--- src/rtl/key_op_sequencer.sv ---
// -----------------------------------------------------------------------------
// key_op_sequencer
//
// Sequences keypad events into load/clear strobes for a two-operand
// add/subtract calculator. Key events are buffered in a small queue and
// consumed one at a time while the controller is in an entry state
// (ENTA, ENTB, RES). The load/clear/settle states are "busy" and never
// consume events.
//
// Typical flow:
//   ENTA --op--> LDA --> ENTB --equals--> LDB --> SETTLE --> LDR --> RES
//   RES --digit--> ENTA, and a clear key from any entry state goes to CLR.
//
// Parameters
//   FIFO_DEPTH  key-event queue depth (power of two, >= 2)
//   SETTLE_CYC  idle cycles between the load_b_n and load_r_n pulses (1..7)
//   OVF_BIT     index of the overflow bit within flags
//
// Ports
//   clk        single clock, rising edge
//   reset      asynchronous, active-high reset
//   key_valid  one-cycle key event pulse from the input unit
//   key_val    key code: 0-9 digit, A add, B sub, C clear, E equals
//   key_ready  queue can accept an event (combinational)
//   flags      arithmetic-unit flags, sampled during the load_r_n pulse
//   load_a_n   active-low one-cycle load strobe, operand A
//   load_b_n   active-low one-cycle load strobe, operand B
//   load_r_n   active-low one-cycle load strobe, result
//   add_sub    operation select: 0 add, 1 subtract
//   clear_iu   one-cycle clear strobe to the input unit
//   clear_au   one-cycle clear strobe to the arithmetic unit
//   disp_sel   display source: 0 keypad entry, 1 result
//   busy       high in any strobe or settle state
//   err        latched overflow of the last result
//   state      current state encoding (debug only)
// -----------------------------------------------------------------------------
module key_op_sequencer #(
    parameter int FIFO_DEPTH = 4,
    parameter int SETTLE_CYC = 2,
    parameter int OVF_BIT    = 0
) (
    input  logic       clk,
    input  logic       reset,
    input  logic       key_valid,
    input  logic [3:0] key_val,
    output logic       key_ready,
    input  logic [3:0] flags,
    output logic       load_a_n,
    output logic       load_b_n,
    output logic       load_r_n,
    output logic       add_sub,
    output logic       clear_iu,
    output logic       clear_au,
    output logic       disp_sel,
    output logic       busy,
    output logic       err,
    output logic [2:0] state
);

    // -------------------------------------------------------------------------
    // Local parameters and types
    // -------------------------------------------------------------------------
    localparam int PW  = $clog2(FIFO_DEPTH);        // queue pointer width
    localparam int CW  = $clog2(FIFO_DEPTH) + 1;    // queue occupancy width
    localparam int SCW = $clog2(SETTLE_CYC + 1);    // settle counter width

    localparam logic [CW-1:0]  DEPTH_C     = CW'(FIFO_DEPTH);
    localparam logic [SCW-1:0] SETTLE_LAST = SCW'(SETTLE_CYC - 1);

    typedef enum logic [2:0] {
        ST_ENTA   = 3'd0,
        ST_LDA    = 3'd1,
        ST_ENTB   = 3'd2,
        ST_LDB    = 3'd3,
        ST_SETTLE = 3'd4,
        ST_LDR    = 3'd5,
        ST_RES    = 3'd6,
        ST_CLR    = 3'd7
    } state_t;

    // -------------------------------------------------------------------------
    // Key-event queue
    // -------------------------------------------------------------------------
    logic [3:0]    fifo_mem [FIFO_DEPTH];
    logic [PW-1:0] wr_ptr;
    logic [PW-1:0] rd_ptr;
    logic [CW-1:0] fifo_cnt;
    logic          fifo_empty;
    logic          push;
    logic          pop;
    logic [3:0]    head_key;

    // key_ready depends on occupancy only, so a full queue refuses a push
    // even in a cycle where an event is being popped.
    assign key_ready  = (fifo_cnt < DEPTH_C);
    assign fifo_empty = (fifo_cnt == '0);
    assign push       = key_valid & key_ready;
    assign head_key   = fifo_mem[rd_ptr];

    // NOTE: the storage array has no reset; occupancy and pointers are reset,
    // so stale entries can never be read, and a resettable array would cost
    // a flop-based memory for nothing.
    always_ff @(posedge clk) begin
        if (push) begin
            fifo_mem[wr_ptr] <= key_val;
        end
    end

    // NOTE: sequential state uses non-blocking assignments so every register
    // samples the pre-edge values regardless of statement order.
    always_ff @(posedge clk or posedge reset) begin
        if (reset) begin
            wr_ptr   <= '0;
            rd_ptr   <= '0;
            fifo_cnt <= '0;
        end else begin
            if (push) begin
                wr_ptr <= wr_ptr + PW'(1);
            end
            if (pop) begin
                rd_ptr <= rd_ptr + PW'(1);
            end
            case ({push, pop})
                2'b10:   fifo_cnt <= fifo_cnt + CW'(1);
                2'b01:   fifo_cnt <= fifo_cnt - CW'(1);
                default: fifo_cnt <= fifo_cnt;
            endcase
        end
    end

    // -------------------------------------------------------------------------
    // Head-of-queue key decode
    // -------------------------------------------------------------------------
    logic is_digit;
    logic is_op;
    logic is_sub;
    logic is_clear;
    logic is_equals;

    assign is_digit  = (head_key <= 4'h9);
    assign is_sub    = (head_key == 4'hB);
    assign is_op     = (head_key == 4'hA) | is_sub;
    assign is_clear  = (head_key == 4'hC);
    assign is_equals = (head_key == 4'hE);

    // Only the overflow bit matters to the sequencer.
    logic flags_unused;
    assign flags_unused = ^flags;

    // -------------------------------------------------------------------------
    // Controller
    // -------------------------------------------------------------------------
    state_t         cur_state;
    state_t         next_state;
    logic           dig_seen;
    logic           dig_seen_nxt;
    logic           add_sub_nxt;
    logic           disp_sel_nxt;
    logic           err_nxt;
    logic [SCW-1:0] settle_cnt;
    logic [SCW-1:0] settle_cnt_nxt;
    logic           go_clear;

    // Only entry states consume events; busy states leave the queue alone.
    assign pop = !fifo_empty &&
                 ((cur_state == ST_ENTA) || (cur_state == ST_ENTB) ||
                  (cur_state == ST_RES));

    assign busy  = (cur_state == ST_LDA) || (cur_state == ST_LDB) ||
                   (cur_state == ST_SETTLE) || (cur_state == ST_LDR) ||
                   (cur_state == ST_CLR);
    assign state = cur_state;

    always_ff @(posedge clk or posedge reset) begin
        if (reset) begin
            cur_state <= ST_ENTA;
        end else begin
            cur_state <= next_state;
        end
    end

    // NOTE: every variable written here gets a default first, so no path
    // through the case statement can leave one unassigned and infer a latch.
    always_comb begin
        next_state     = cur_state;
        dig_seen_nxt   = dig_seen;
        add_sub_nxt    = add_sub;
        disp_sel_nxt   = disp_sel;
        err_nxt        = err;
        settle_cnt_nxt = settle_cnt;
        go_clear       = 1'b0;

        case (cur_state)
            ST_ENTA: begin
                if (pop) begin
                    if (is_digit) begin
                        dig_seen_nxt = 1'b1;
                    end else if (is_op && dig_seen) begin
                        add_sub_nxt = is_sub;
                        next_state  = ST_LDA;
                    end else if (is_clear) begin
                        go_clear = 1'b1;
                    end
                end
            end

            ST_LDA: begin
                dig_seen_nxt = 1'b0;
                next_state   = ST_ENTB;
            end

            ST_ENTB: begin
                if (pop) begin
                    if (is_digit) begin
                        dig_seen_nxt = 1'b1;
                    end else if (is_op) begin
                        add_sub_nxt = is_sub;
                    end else if (is_equals && dig_seen) begin
                        next_state = ST_LDB;
                    end else if (is_clear) begin
                        go_clear = 1'b1;
                    end
                end
            end

            ST_LDB: begin
                settle_cnt_nxt = '0;
                next_state     = ST_SETTLE;
            end

            // SETTLE lasts SETTLE_CYC cycles, leaving that many idle cycles
            // between the load_b_n and load_r_n pulses.
            ST_SETTLE: begin
                if (settle_cnt == SETTLE_LAST) begin
                    next_state = ST_LDR;
                end else begin
                    settle_cnt_nxt = settle_cnt + SCW'(1);
                end
            end

            // flags are sampled at the edge that ends the load_r_n pulse.
            ST_LDR: begin
                err_nxt      = flags[OVF_BIT];
                disp_sel_nxt = 1'b1;
                next_state   = ST_RES;
            end

            ST_RES: begin
                if (pop) begin
                    if (is_digit) begin
                        disp_sel_nxt = 1'b0;
                        dig_seen_nxt = 1'b1;
                        next_state   = ST_ENTA;
                    end else if (is_clear) begin
                        go_clear = 1'b1;
                    end
                end
            end

            ST_CLR: begin
                next_state = ST_ENTA;
            end
        endcase

        // Clear wipes the operation context at CLR entry, alongside the
        // clear strobes; the queue itself is left intact.
        if (go_clear) begin
            next_state   = ST_CLR;
            add_sub_nxt  = 1'b0;
            disp_sel_nxt = 1'b0;
            err_nxt      = 1'b0;
            dig_seen_nxt = 1'b0;
        end
    end

    // Registered strobes are decoded from next_state, so each pulse lines up
    // exactly with the single cycle spent in its state.
    always_ff @(posedge clk or posedge reset) begin
        if (reset) begin
            load_a_n   <= 1'b1;
            load_b_n   <= 1'b1;
            load_r_n   <= 1'b1;
            clear_iu   <= 1'b0;
            clear_au   <= 1'b0;
            add_sub    <= 1'b0;
            disp_sel   <= 1'b0;
            err        <= 1'b0;
            dig_seen   <= 1'b0;
            settle_cnt <= '0;
        end else begin
            load_a_n   <= (next_state != ST_LDA);
            load_b_n   <= (next_state != ST_LDB);
            load_r_n   <= (next_state != ST_LDR);
            clear_iu   <= (next_state == ST_LDA) || (next_state == ST_CLR);
            clear_au   <= (next_state == ST_CLR);
            add_sub    <= add_sub_nxt;
            disp_sel   <= disp_sel_nxt;
            err        <= err_nxt;
            dig_seen   <= dig_seen_nxt;
            settle_cnt <= settle_cnt_nxt;
        end
    end

endmodule
--- config.mk ---
export PLATFORM = sky130hd
export DESIGN_NAME = key_op_sequencer
export DESIGN_NICKNAME = d
export VERILOG_FILES = /design/src/rtl/key_op_sequencer.sv
export SDC_FILE = /design/constraint.sdc
export NUM_CORES = 1
export LEC_CHECK = 0
export BUFFER_PORTS_ARGS = -buffer_cell sky130_fd_sc_hd__buf_2
export CAP_MARGIN = 0
export CORE_ASPECT_RATIO = 0.5
export CORE_MARGIN = 2
export CORE_UTILIZATION = 25
export DETAILED_ROUTE_END_ITERATION = 7
export HOLD_SLACK_MARGIN = 0.02
export PLACE_DENSITY = 0.45
export SETUP_SLACK_MARGIN = 0.15
export SYNTH_ARGS = -nofsm -noshare
export SYNTH_HDL_FRONTEND = slang
export SYNTH_SLANG_ARGS = --single-unit
--- constraint.sdc ---
create_clock -name clk -period 4.3 [get_ports clk]
set_input_delay 0.215 -clock clk [delete_from_list [all_inputs] [get_ports clk]]
set_output_delay 0.215 -clock clk [all_outputs]
set_load 0.01 [all_outputs]
==> metrics.csv <==
stage,metric,value,unit
cells_and_area,diodes,0,
cells_and_area,design_area,0.00206,mm²
routing,routed_via_density,4.23,
floorplanning,fp-row-count,21,
clock_network,cts.sinks,37,
power,comb_power_share,0.395,
synth,netlist_instances,133,
job,drv_cap,0,
sta,rsz0062_at_grt,no,
sta,fmax,0.449,GHz
floorplanning,ioPinCount,24,
place,gp_congestion,0.697,
power,power.leakage,0.864,nW
global_route,grt_antenna_before_repair,0,
sta,tns,0,ns
floorplanning,dieArea,0.00761,mm²
synth,syn_area_per_cell,13.0,µm²
global_route,overflow,0,
power,p_int,0.982,mW
global_route,grtUsageMet3,0.0265,
routing,drt-initial-drc-count,82,
sta,finalCritPeriodShare,0.518,
power,p_per_area,762,mW/mm²
global_route,track_usage,0.0918,
global_route,grt_use_met2,0.140,
global_route,top_usage_layer,met2,
clock_network,cts_buffers,5,
outcome,status,"complete, no violations",
place,hpwlAfterDp,2340,µm
synth,synth-main-ff-cell,dfrtp_1,
clock_network,h-tree-depth,2,
clock_network,postCtsSetupRepairBufs,0,
routing,drt_pass1_iterations,4,
floorplanning,core_area,0.00667,mm²
clock_network,clkSlewWorstSetupHoldPaths,0.06,ns
routing,vias,1050,
setup_path,startpoint_type,flip-flop,
clock_network,holdBufCountCts,0,
synth,synth_edf_count,16,
routing,routed_wl,3160,µm
setup_path,slowest_stage,dfrtp_1,
power,switchingPower,0.587,mW
global_route,grt_max_degree,22,
sta,tightest_slew,0.843,ns
power,ir_worst_vdd,0.207,mV
setup_path,r2r-end,fifo_cnt[2]$_DFFE_PP0P_,
synth,yosys_warnings,0,
setup_path,cp_max_fo,13,
synth,synth_seq_cells,37,
cells_and_area,nets,173,
routing,routedWlPerCell,12.8,µm
cells_and_area,syn_to_final_growth,19.5,%
place,dp.cells,240,
cells_and_area,layout_commonest_cell,buf_2,
synth,async_flop_share,0.568,
floorplanning,initial_core_util,0.258,
synth,syn_area,0.00172,mm²
cells_and_area,final_cells,248,
synth,synthDistinctLibCells,38,
setup_path,critical_path.endpoint_type,flip-flop,
synth,ys_seq_area_frac,0.586,
setup_path,crit_arrival,2.43,ns
power,switching_share,0.374,
floorplanning,die_w,121,µm
clock_network,cts_tree,yes,
sta,fin_skew,0.00323,ns
setup_path,critPathKind,flip-flop to flip-flop,
global_route,grt_pass1_vias,1055,
cells_and_area,final_cell_mix,"buf_2, dfrtp_1, edfxtp_1, inv_1, nand2_1",
setup_path,required,4.50,ns
routing,drc_errors,0,
clock_network,cts-root-buf,clkbuf_16,
sta,min_period,2.23,ns
setup_path,reg2reg_depth,8,
sta,hold_viol,0,
cells_and_area,fillerInstances,689,
global_route,grt_pass1_wl,5280,µm
min_path,hold_path.class,primary input to asynchronous set/reset pin,
sta,slew_viol_final,0,
setup_path,r2r_setup_slack,2.07,ns
setup_path,crit_chain,"nor2b_1, nor3_4, ha_1, inv_1, fa_1, xor2_1, nor2_1, xnor2_1",
clock_network,insertion_delay,0.28,ns
synth,syn-num-nets,151,
cells_and_area,drive_gt1_frac,0.269,
setup_path,slowest_delay,0.57,ns
sta,maxSlewHeadroom,0.438,
power,power,1.57,mW
routing,ant_nets,0,
clock_network,cts_resized,0,
place,port_buffers,20,
global_route,use_met1,0.120,
setup_path,rr_startpoint,state[1]$_DFF_PP0_,
floorplanning,die_y,62.7,µm
place,post_dp_cell_area,0.00191,mm²
sta,setup_viol,0,
power,seqPwrFrac,0.376,
clock_network,cts.path.max_buffers,2,
power,share_clk_of_total_power,0.229,
[metrics by stage]
stage	utilization	hold slack, ns	worst slack [ns]
2_1_floorplan	-	0.189	2.22
3_3_place_gp	0.286	0.422	2.09
3_5_place_dp	0.286	0.437	2.10
4_1_cts	0.308	0.145	2.07
5_1_grt	0.308	0.149	1.85
6_report	0.308	0.101	2.07
[worst max-delay path, delay by kind of cell (launching register included)]
kind / cells / cell delay, ns
fa+ha+maj: 2 / 0.63
simple gates: 3 / 0.61
flops: 1 / 0.57
xor+xnor: 2 / 0.28
buf+inv: 1 / 0.06
[cell usage after synthesis (2+ instances only)]
| cell type | instances | area, µm² |
|---|---|---|
| dfrtp_1 | 18 | 450 |
| clkbuf_1 | 4 | 15.0 |
| xnor2_1 | 4 | 35.0 |
| nand3_1 | 5 | 25.0 |
| and3_1 | 2 | 12.5 |
| nor2_1 | 5 | 18.8 |
| ha_1 | 6 | 75.1 |
| a211oi_1 | 2 | 15.0 |
| nand4_1 | 2 | 12.5 |
| o211ai_1 | 2 | 15.0 |
| o21ai_0 | 2 | 10.0 |
| mux4_2 | 4 | 90.1 |
| edfxtp_1 | 16 | 480 |
| nor2b_1 | 2 | 12.5 |
| nor3_1 | 3 | 15.0 |
| xor2_1 | 2 | 17.5 |
| inv_1 | 13 | 48.8 |
| nand2_1 | 10 | 37.5 |
| and2_1 | 5 | 31.3 |
| a21oi_1 | 6 | 30.0 |
| dfstp_2 | 3 | 78.8 |
[registers in the layout, indices dropped and copies added, names as in the netlist]
register    flops
disp_sel        1
load_a_n        1
dig_seen        1
clear_au        1
err             1
clear_iu        1
load_r_n        1
wr_ptr          2
settle_cnt      2
state           3
fifo_cnt        3
load_b_n        1
fifo_mem       16
add_sub         1
rd_ptr          2
[layout make-up]
class                   count  area [µm²]  area share
multi-input cells          77         632       0.307
inverters                  14        55.1      0.0267
repair buffers             20         100      0.0486
clock inverters             3        21.3      0.0103
flip-flops and latches     37        1010       0.491
clock buffers               5         125      0.0608
well taps                  92         115      0.0559
[per-layer routing]
metal | vias up | wire length (µm)
met2 | 18 | 1390
met3 | 5 | 130
met1 | 513 | 1590
li1 | 514 | -
met4 | 0 | 50
met5 | - | 0
[logic make-up (layout without fill, tap and decap cells)]
| group | Yosys count | in the layout | synth area share |
|---|---|---|---|
| AO/OA/AOI/OAI | 20 | 20 | 0.0886 |
| XOR/XNOR | 6 | 6 | 0.0305 |
| multiplexers | 5 | 5 | 0.0581 |
| flip-flops | 37 | 37 | 0.586 |
| adder cells (fa/ha/maj) | 7 | 7 | 0.0552 |
| AND/OR/NAND/NOR | 39 | 39 | 0.134 |
| buffers and inverters | 19 | 42 | 0.0472 |
[power by group through the flow]
stage	registers (mW)	logic (mW)	clock network, mW
2_1_floorplan	0.558	0.515	0
3_3_place_gp	0.594	0.611	0
3_5_place_dp	0.598	0.625	0
4_1_cts	0.592	0.628	0.365
5_1_grt	0.611	0.701	0.387
6_report	0.590	0.619	0.360
[worst max path at each step]
| stage | start | to | slack (ns) | cells past startpoint |
|---|---|---|---|---|
| floorplan | state[2]$_DFF_PP0_ | fifo_cnt[2]$_DFFE_PP0P_ | 2.22 | 9 |
| global placement | state[1]$_DFF_PP0_ | fifo_cnt[2]$_DFFE_PP0P_ | 2.09 | 8 |
| detailed placement | state[1]$_DFF_PP0_ | fifo_cnt[2]$_DFFE_PP0P_ | 2.10 | 8 |
| CTS | state[1]$_DFF_PP0_ | fifo_cnt[2]$_DFFE_PP0P_ | 2.07 | 8 |
| global route | state[1]$_DFF_PP0_ | fifo_cnt[2]$_DFFE_PP0P_ | 1.85 | 8 |
| finish | state[1]$_DFF_PP0_ | fifo_cnt[2]$_DFFE_PP0P_ | 2.07 | 8 |
No activity file was read; power rests on OpenSTA's default activity.
